<file path="config.mk">
export PLATFORM = sky130hd
export DESIGN_NAME = verdict_collector
export DESIGN_NICKNAME = d
export VERILOG_FILES = /design/src/rtl/verdict_collector.sv
export SDC_FILE = /design/constraint.sdc
export NUM_CORES = 2
export LEC_CHECK = 0
export CAP_MARGIN = 20
export CORE_AREA = 3 3 448 339
export CTS_BUF_LIST = sky130_fd_sc_hd__clkbuf_4
export DETAILED_ROUTE_END_ITERATION = 8
export DIE_AREA = 0 0 451 342
export HOLD_SLACK_MARGIN = 0.03
export PLACE_DENSITY = 0.73
export SYNTH_ARGS = -nofsm -noshare
export SYNTH_HDL_FRONTEND = slang
export SYNTH_SLANG_ARGS = --single-unit
</file>
<file path="constraint.sdc">
create_clock -name clk -period 56.9 [get_ports clk]
set_input_delay 8.535 -clock clk [delete_from_list [all_inputs] [get_ports clk]]
set_output_delay 8.535 -clock clk [all_outputs]
set_load 0.02 [all_outputs]
</file>
<file path="src/rtl/verdict_collector.sv">
// rtl/verdict_collector.sv - captures active monitor streams into a record FIFO and serializes them as header+payload words
// Optional feature macro: VERDICT_TIMESTAMP_EN (timestamp counter and header [63:32]).
module verdict_collector #(
    parameter int DEPTH = 8
) (
    input  logic               clk,
    input  logic               rst,
    input  logic               en,
    input  logic signed [63:0] output_0,
    input  logic signed [63:0] output_1,
    input  logic signed [63:0] output_2,
    input  logic signed [63:0] output_3,
    input  logic               output_0_aktv,
    input  logic               output_1_aktv,
    input  logic               output_2_aktv,
    input  logic               output_3_aktv,
    output logic [63:0]        rec_data,
    output logic               rec_valid,
    input  logic               rec_ready,
    output logic               rec_last,
    output logic               overflow,
    output logic [15:0]        drop_count
);
    localparam int AW = $clog2(DEPTH);

    typedef enum logic [1:0] {
        S_IDLE,
        S_HEADER,
        S_PAYLOAD
    } state_t;

    state_t          state_q, state_d;
    logic [AW-1:0]   wr_ptr_q, rd_ptr_q;
    logic [AW:0]     count_q, count_d;
    logic [3:0]      rem_q, rem_d;
    logic            overflow_q;
    logic [15:0]     drop_q;

    logic [3:0]      mask_mem [DEPTH];
    logic [255:0]    val_mem  [DEPTH];

    logic [3:0]      aktv;
    logic            capture, full, push, drop, pop, rem_last;
    logic [1:0]      idx;
    logic [255:0]    head_vals;
    logic [31:0]     head_ts;

    assign aktv    = {output_3_aktv, output_2_aktv, output_1_aktv, output_0_aktv};
    assign capture = !rst && en && (aktv != 4'd0);
    // Fullness is judged on the registered count, so a pop in the same cycle cannot rescue a capture.
    assign full    = (count_q == (AW+1)'(DEPTH));
    assign push    = capture && !full;
    assign drop    = capture && full;

`ifdef VERDICT_TIMESTAMP_EN
    logic [31:0] ts_q;
    logic [31:0] ts_mem [DEPTH];

    always_ff @(posedge clk) begin
        if (rst) begin
            ts_q <= 32'd0;
        end else if (en) begin
            ts_q <= ts_q + 32'd1;
        end
    end

    always_ff @(posedge clk) begin
        if (push) begin
            ts_mem[wr_ptr_q] <= ts_q;
        end
    end

    assign head_ts = ts_mem[rd_ptr_q];
`else
    assign head_ts = 32'd0;
`endif

    always_ff @(posedge clk) begin
        if (push) begin
            mask_mem[wr_ptr_q] <= aktv;
            val_mem[wr_ptr_q]  <= {output_3, output_2, output_1, output_0};
        end
    end

    assign head_vals = val_mem[rd_ptr_q];
    assign rem_last  = ((rem_q & (rem_q - 4'd1)) == 4'd0);

    always_comb begin
        idx = 2'd0;
        for (int i = 3; i >= 0; i--) begin
            if (rem_q[i]) idx = 2'(i);
        end
    end

    assign pop     = (state_q == S_PAYLOAD) && rec_ready && rem_last;
    assign count_d = count_q + (AW+1)'(push) - (AW+1)'(pop);

    always_comb begin
        state_d   = state_q;
        rem_d     = rem_q;
        rec_valid = 1'b0;
        rec_last  = 1'b0;
        rec_data  = 64'd0;
        case (state_q)
            S_IDLE: begin
                if (count_q != '0) state_d = S_HEADER;
            end
            S_HEADER: begin
                rec_valid = 1'b1;
                rec_data  = {head_ts, 28'd0, mask_mem[rd_ptr_q]};
                if (rec_ready) begin
                    rem_d   = mask_mem[rd_ptr_q];
                    state_d = S_PAYLOAD;
                end
            end
            S_PAYLOAD: begin
                rec_valid = 1'b1;
                rec_last  = rem_last;
                rec_data  = head_vals[{idx, 6'd0} +: 64];
                if (rec_ready) begin
                    rem_d = rem_q & (rem_q - 4'd1);
                    // A record captured this very cycle still counts, giving back-to-back headers.
                    if (rem_last) state_d = (count_d != '0) ? S_HEADER : S_IDLE;
                end
            end
            default: state_d = S_IDLE;
        endcase
    end

    always_ff @(posedge clk) begin
        if (rst) begin
            state_q    <= S_IDLE;
            wr_ptr_q   <= '0;
            rd_ptr_q   <= '0;
            count_q    <= '0;
            rem_q      <= 4'd0;
            overflow_q <= 1'b0;
            drop_q     <= 16'd0;
        end else begin
            state_q <= state_d;
            rem_q   <= rem_d;
            count_q <= count_d;
            if (push) wr_ptr_q <= wr_ptr_q + AW'(1);
            if (pop)  rd_ptr_q <= rd_ptr_q + AW'(1);
            if (drop) begin
                overflow_q <= 1'b1;
                if (drop_q != 16'hFFFF) drop_q <= drop_q + 16'd1;
            end
        end
    end

    assign overflow   = overflow_q;
    assign drop_count = drop_q;

endmodule

</file>
; After elaboration in Yosys (flattened, before gate mapping)
; Memories as Yosys holds them, arrays and structs flattened. A register that Yosys moved wholly into a read port is not among the register bits.
; Cells that the tools add are included.
[totals]
register_bits = 33
latch_bits = 0
ramBits = 2080
mem_bits_ro = 0
in_bits = 264
out_inout_bits = 83
elab_cells = 65
memories = 2
[classes]
n_addsub = 6
multipliers = 0
div_mod_pow = 0
magnitude_cmp = 0
n_eq_ne = 8
shifts = 1
n_mux = 22
n_bitwise = 1
reduce_logical = 18
[memory_table]
columns = memory, depth, width, rd, rd_ports_with_merged_regs, write_ports, line
row1 = val_mem, 8, 256, 1, 1, 1, 40  ; logic [255:0] val_mem [DEPTH];
row2 = mask_mem, 8, 4, 1, 1, 1, 39  ; logic [3:0] mask_mem [DEPTH];
[op_table]
columns = op, n
row1 = 256-bit by 9-bit variable part select with 64-bit output, 1
row2 = 64-bit case mux with 2 select lines, 1
row3 = 16-bit by 1-bit adder with 16-bit output (second input constant), 1
row4 = 2-bit two-way mux, 8
row5 = 16-bit != test (second input constant), 1
row6 = 3-bit two-way mux, 4
row7 = 4-bit nonzero test, 3
row8 = 4-bit two-way mux, 2
row9 = 2-bit != test (second input constant), 4
row10 = 4-bit case mux with 2 select lines, 1
row11 = 3-bit by 1-bit adder with 3-bit output (second input constant), 2
row12 = 1-bit logical AND, 6
row13 = 2-bit case mux with 3 select lines, 1
row14 = 1-bit two-way mux, 5
row15 = 4-bit by 1-bit adder with 4-bit output, 1
row16 = 4-bit bitwise AND, 1
row17 = 4-bit equality test (second input constant), 1
row18 = 4-bit logical NOT, 1
row19 = 4-bit AND reduction, 1
row20 = 4-bit by 1-bit subtractor with 4-bit output, 1
row21 = 4-bit by 1-bit subtractor with 4-bit output (second input constant), 1
row22 = 3-bit AND reduction, 1
row23 = 2-bit by 1-bit equality test with 1-bit output (second input constant), 1
row24 = 2-bit equality test (second input constant), 1
row25 = other kinds (5), 6

; Logic depth before layout (Yosys ltp)
[depth]
depth_word = 11
mapped_depth = 11
ltp_nobuf = 11

; Least setup slack after synthesis
; OpenSTA, ideal clock, no wires.
[synth_path]
kind = in2reg
startpoint = in rst
endpoint = mem mask_mem[0][0], enable pin
setup_ns = 1.253
arrival_time_ns = 28.284
required_ns = 55.647
setup_slack_ns = 27.363
path_stages = 4
n_path_buf = 1
cell_sequence = clkbuf_1 > nor4b_2 > nor2b_1 > nor3b_1
[synth_between]
elab_chain_cells = 6
[synth_rtl]
columns = element, line
row1 = start: declaration, 7  ; input logic rst,
row2 = 1-bit logical NOT, 49  ; assign capture = !rst && en && (aktv != 4'd0);
row3 = 1-bit logical AND (2 in series), 49
row4 = 1-bit logical AND, 52  ; assign push = capture && !full;
row5 = 1-bit two-way mux, 79  ; if (push) begin
row6 = 1-bit two-way mux (implied by the code), 80  ; mask_mem[wr_ptr_q] <= aktv;
row7 = end: declaration, 39
; No other way between the ends.

==> impl_metrics.yaml <==
floorplanning:
  start_util: 0.549
  die_h_um: 342
  row_count: 122
  fp.dieW_um: 451
  die_area_um2: 154000
  io_pins: 347
  coreArea_um2: 147000
synth:
  yosysTopAreaCell: "edfxtp_1"
  yosys_warnings: 0
  synth_top_family_by_area: "multiplexers"
  synth_cell_types: 54
  synth_edf_count: 2080
  synthAdderAreaFrac: 0.00210
  synth_nets: 3893
  synth.top_cell.area_share: 0.771
  netlist_instances: 3616
  synthMuxAreaShare: 0.162
  synth_xor_xnor_area_share: 0.00173
  synth-simple-area-share: 0.0203
  synthesis.area_um2: 81000
  seq_area_frac_synth: 0.780
  synth_flop_cell: "edfxtp_1"
  syn_area_per_cell_um2: 22.4
  ys_async_sr_fraction: 0
  ys_ff_latch: 2116
  synth-compound-area-share: 0.0206
  synth_area_leaders: "edfxtp_1, mux4_2, mux2i_1, nand2_1, dfxtp_1"
hold_path:
  hold_path_class: "flip-flop to flip-flop"
  hp-start: "overflow$_SDFFE_PP0P_"
cells_and_area:
  multi_input_area_um2: 16800
  fin_cells: 6707
  seqCellArea_um2: 63200
  drive_gt1_frac: 0.291
  area.growth.synth_to_final_pct: 14.5
  num-nets-final: 4609
  postLayoutCellArea_um2: 92800
  num-fill-cells: 10100
setup_path:
  cp_data_required_time_ns: 48.37
  path_buf_inv: 4
  start_kind: "flip-flop"
  cp-end-kind: "primary output"
  r2r-start: "count_q[2]$_SDFF_PP0_"
  slowest_stage: "dfxtp_4"
  reg2reg_slack_ns: 52.00
  crit_path_max_incr_delay_ns: 0.88
  crit_top_cell: "buf_4"
  path_max_fanout: 64
  path_cells: "buf_4 > buf_4 > buf_4 > mux4_2 > mux2i_1 > o2bb2ai_1 > nor4_1 > clkdlybuf4s50_1"
  path_class: "flip-flop to primary output"
  critical-path-top-delay-family: "buffers and inverters"
  critPathArrivalTime_ns: 6.97
clock_tree:
  post-cts-setup-buffers: 0
  cts_sinks: 2116
  h-tree-depth: 5
  clkSlewWorstSetupHoldPaths_ns: 0.07
  cts_repair_resize_count: 0
  clkLatencyLatePin_ns: 1.43
  cts_tree: "yes"
  cts_buffers: 490
  cts_root_buffer: "clkbuf_4"
  clockBufferDepth: 4
  hold_buffers: 0
timing:
  timing.setup.tns_ns: 0
  rsz0062_at_grt: "no"
  relSlewSlack: 0.275
  drv_slew: 0
  max_freq_ghz: 0.0645
  tightest_slew_ns: 1.08
  clock_skew_ns: 0.139
  hold_viol: 0
  worst_hold_slack_ns: 0.480
  setup_viol: 0
  period_share: 0.272
  post-route-min-period_ns: 15.50
drt:
  route.detailed.drc: 0
  ant_nets: 0
  drt-total-wl_um: 182000
  num_vias: 40100
  wl_per_cell_um: 27.2
  dr.pass1.iters: 6
  via_per_inst: 5.98
  drt_iter0_drc: 4393
placement:
  port_buffers: 346
  place.gp.congestion: 0.799
  placed_area_um2: 86600
  place_inst: 5824
  dpl.hpwl_um: 101000
pwr:
  ir_worst_vdd_mv: 0.0201
  p_per_area_nw_per_um2: 34.6
  leakage_nw: 29.1
  total_power_w: 0.00321
global_routing:
  grt_max_degree: 149
  grt_pass1_vias: 41200
  overflow: 0
  antenna_found_initial: 57
  grt_pass1_wl_um: 269000
  grt_usage: 0.239
flow_run:
  cap_viol_max_count: 0
status:
  status: "finished clean"
## Yosys cell counts, types with 4 or more instances
master	n
clkbuf_1	48
mux4_2	504
a21oi_1	71
dfxtp_1	36
nor2b_1	25
xnor2_1	12
ha_1	12
nor4_1	23
inv_1	10
a22o_1	18
nand2b_1	7
nand2_1	194
o21ai_0	14
a22oi_1	10
buf_2	69
nand3_1	8
mux2_2	23
nor3_1	7
buf_6	12
buf_1	15
nor2_1	34
edfxtp_1	2080
xor2_1	4
or3_1	26
nor3b_1	4
nand4_1	5
o2bb2ai_1	17
and3_1	4
a311o_1	20
buf_4	47
mux2i_1	148
o22ai_1	57
a211oi_1	21
## layout by cell type (no fill, tap or decap), drive strengths merged, types with 23 or more instances in the layout
master            n
mux4            504
a21oi            71
mux2             23
clkinv          113
nor2             34
dfxtp            36
nand2           194
clkbuf          720
nor2b            25
clkdlybuf4s50   346
buf              69
mux2i           148
diode            39
or3              26
edfxtp         2080
nor4             24
o22ai            57
## tightest hold or removal path, stage by stage (launching register included)
cell     delay (ns)
dfxtp_1        0.31
inv_1          0.04
o21ai_0        0.07
## per-stage QoR
stage	worst slack [ns]	util
floorplan	27.36	-
global placement	42.66	0.587
detailed placement	42.76	0.588
CTS	41.19	0.628
global route	40.90	0.629
finish	41.40	0.629
## flip-flops by register name, summed over array words and instances (netlist names), named ones only
| register | count |
|---|---|
| rem_q | 4 |
| drop_count | 16 |
| rd_ptr_q | 3 |
| mask_mem | 32 |
| state_q | 2 |
| val_mem | 2048 |
| wr_ptr_q | 3 |
| count_q | 4 |
| overflow | 1 |
## kinds of logic after synthesis
logic type                 Yosys count
buffers and inverters              201
muxes                              675
and+or+nand+nor                    350
DFF                               2116
AOI/OAI and AO/OA                  245
adders and majority gates           13
xor gates and xnor gates            16
## worst paths after layout
path                                     to  cells past startpoint
hold reg to reg       overflow$_SDFFE_PP0P_                      2
hold / removal        overflow$_SDFFE_PP0P_                      2
setup / recovery               rec_data[41]                      8
setup reg to reg  val_mem[3][130]$_DFFE_PP_                      9
## area by class of cell
class,count,share of cell area
Clock inverter,124,0.00666
Clock buffer,720,0.0583
Multi-Input combinational cell,1299,0.181
Tap cell,1984,0.0268
Sequential cell,2116,0.681
Antenna cell,39,0.00105
Inverter,10,0.000405
Timing Repair Buffer,415,0.0443
## layer usage
metal  vias up  share of wire  global-route usage  routed length [um]
li1      17100              -                   -                   -
met5         -        0.00077                   0                 141
met1     20800           0.40               0.338               73600
met3       278          0.093              0.0659               16900
met4        20          0.022              0.0858                3990
met2      1941           0.48               0.362               87700
## where the power goes
part	internal, W	switching (W)	total, W
logic	0.000121	0.000165	0.000286
registers	0.00175	0.0000122	0.00176
clock network	0.000597	0.000561	0.00116
total	0.00247	0.000738	0.00321
Power figures use the tool's default switching activity.
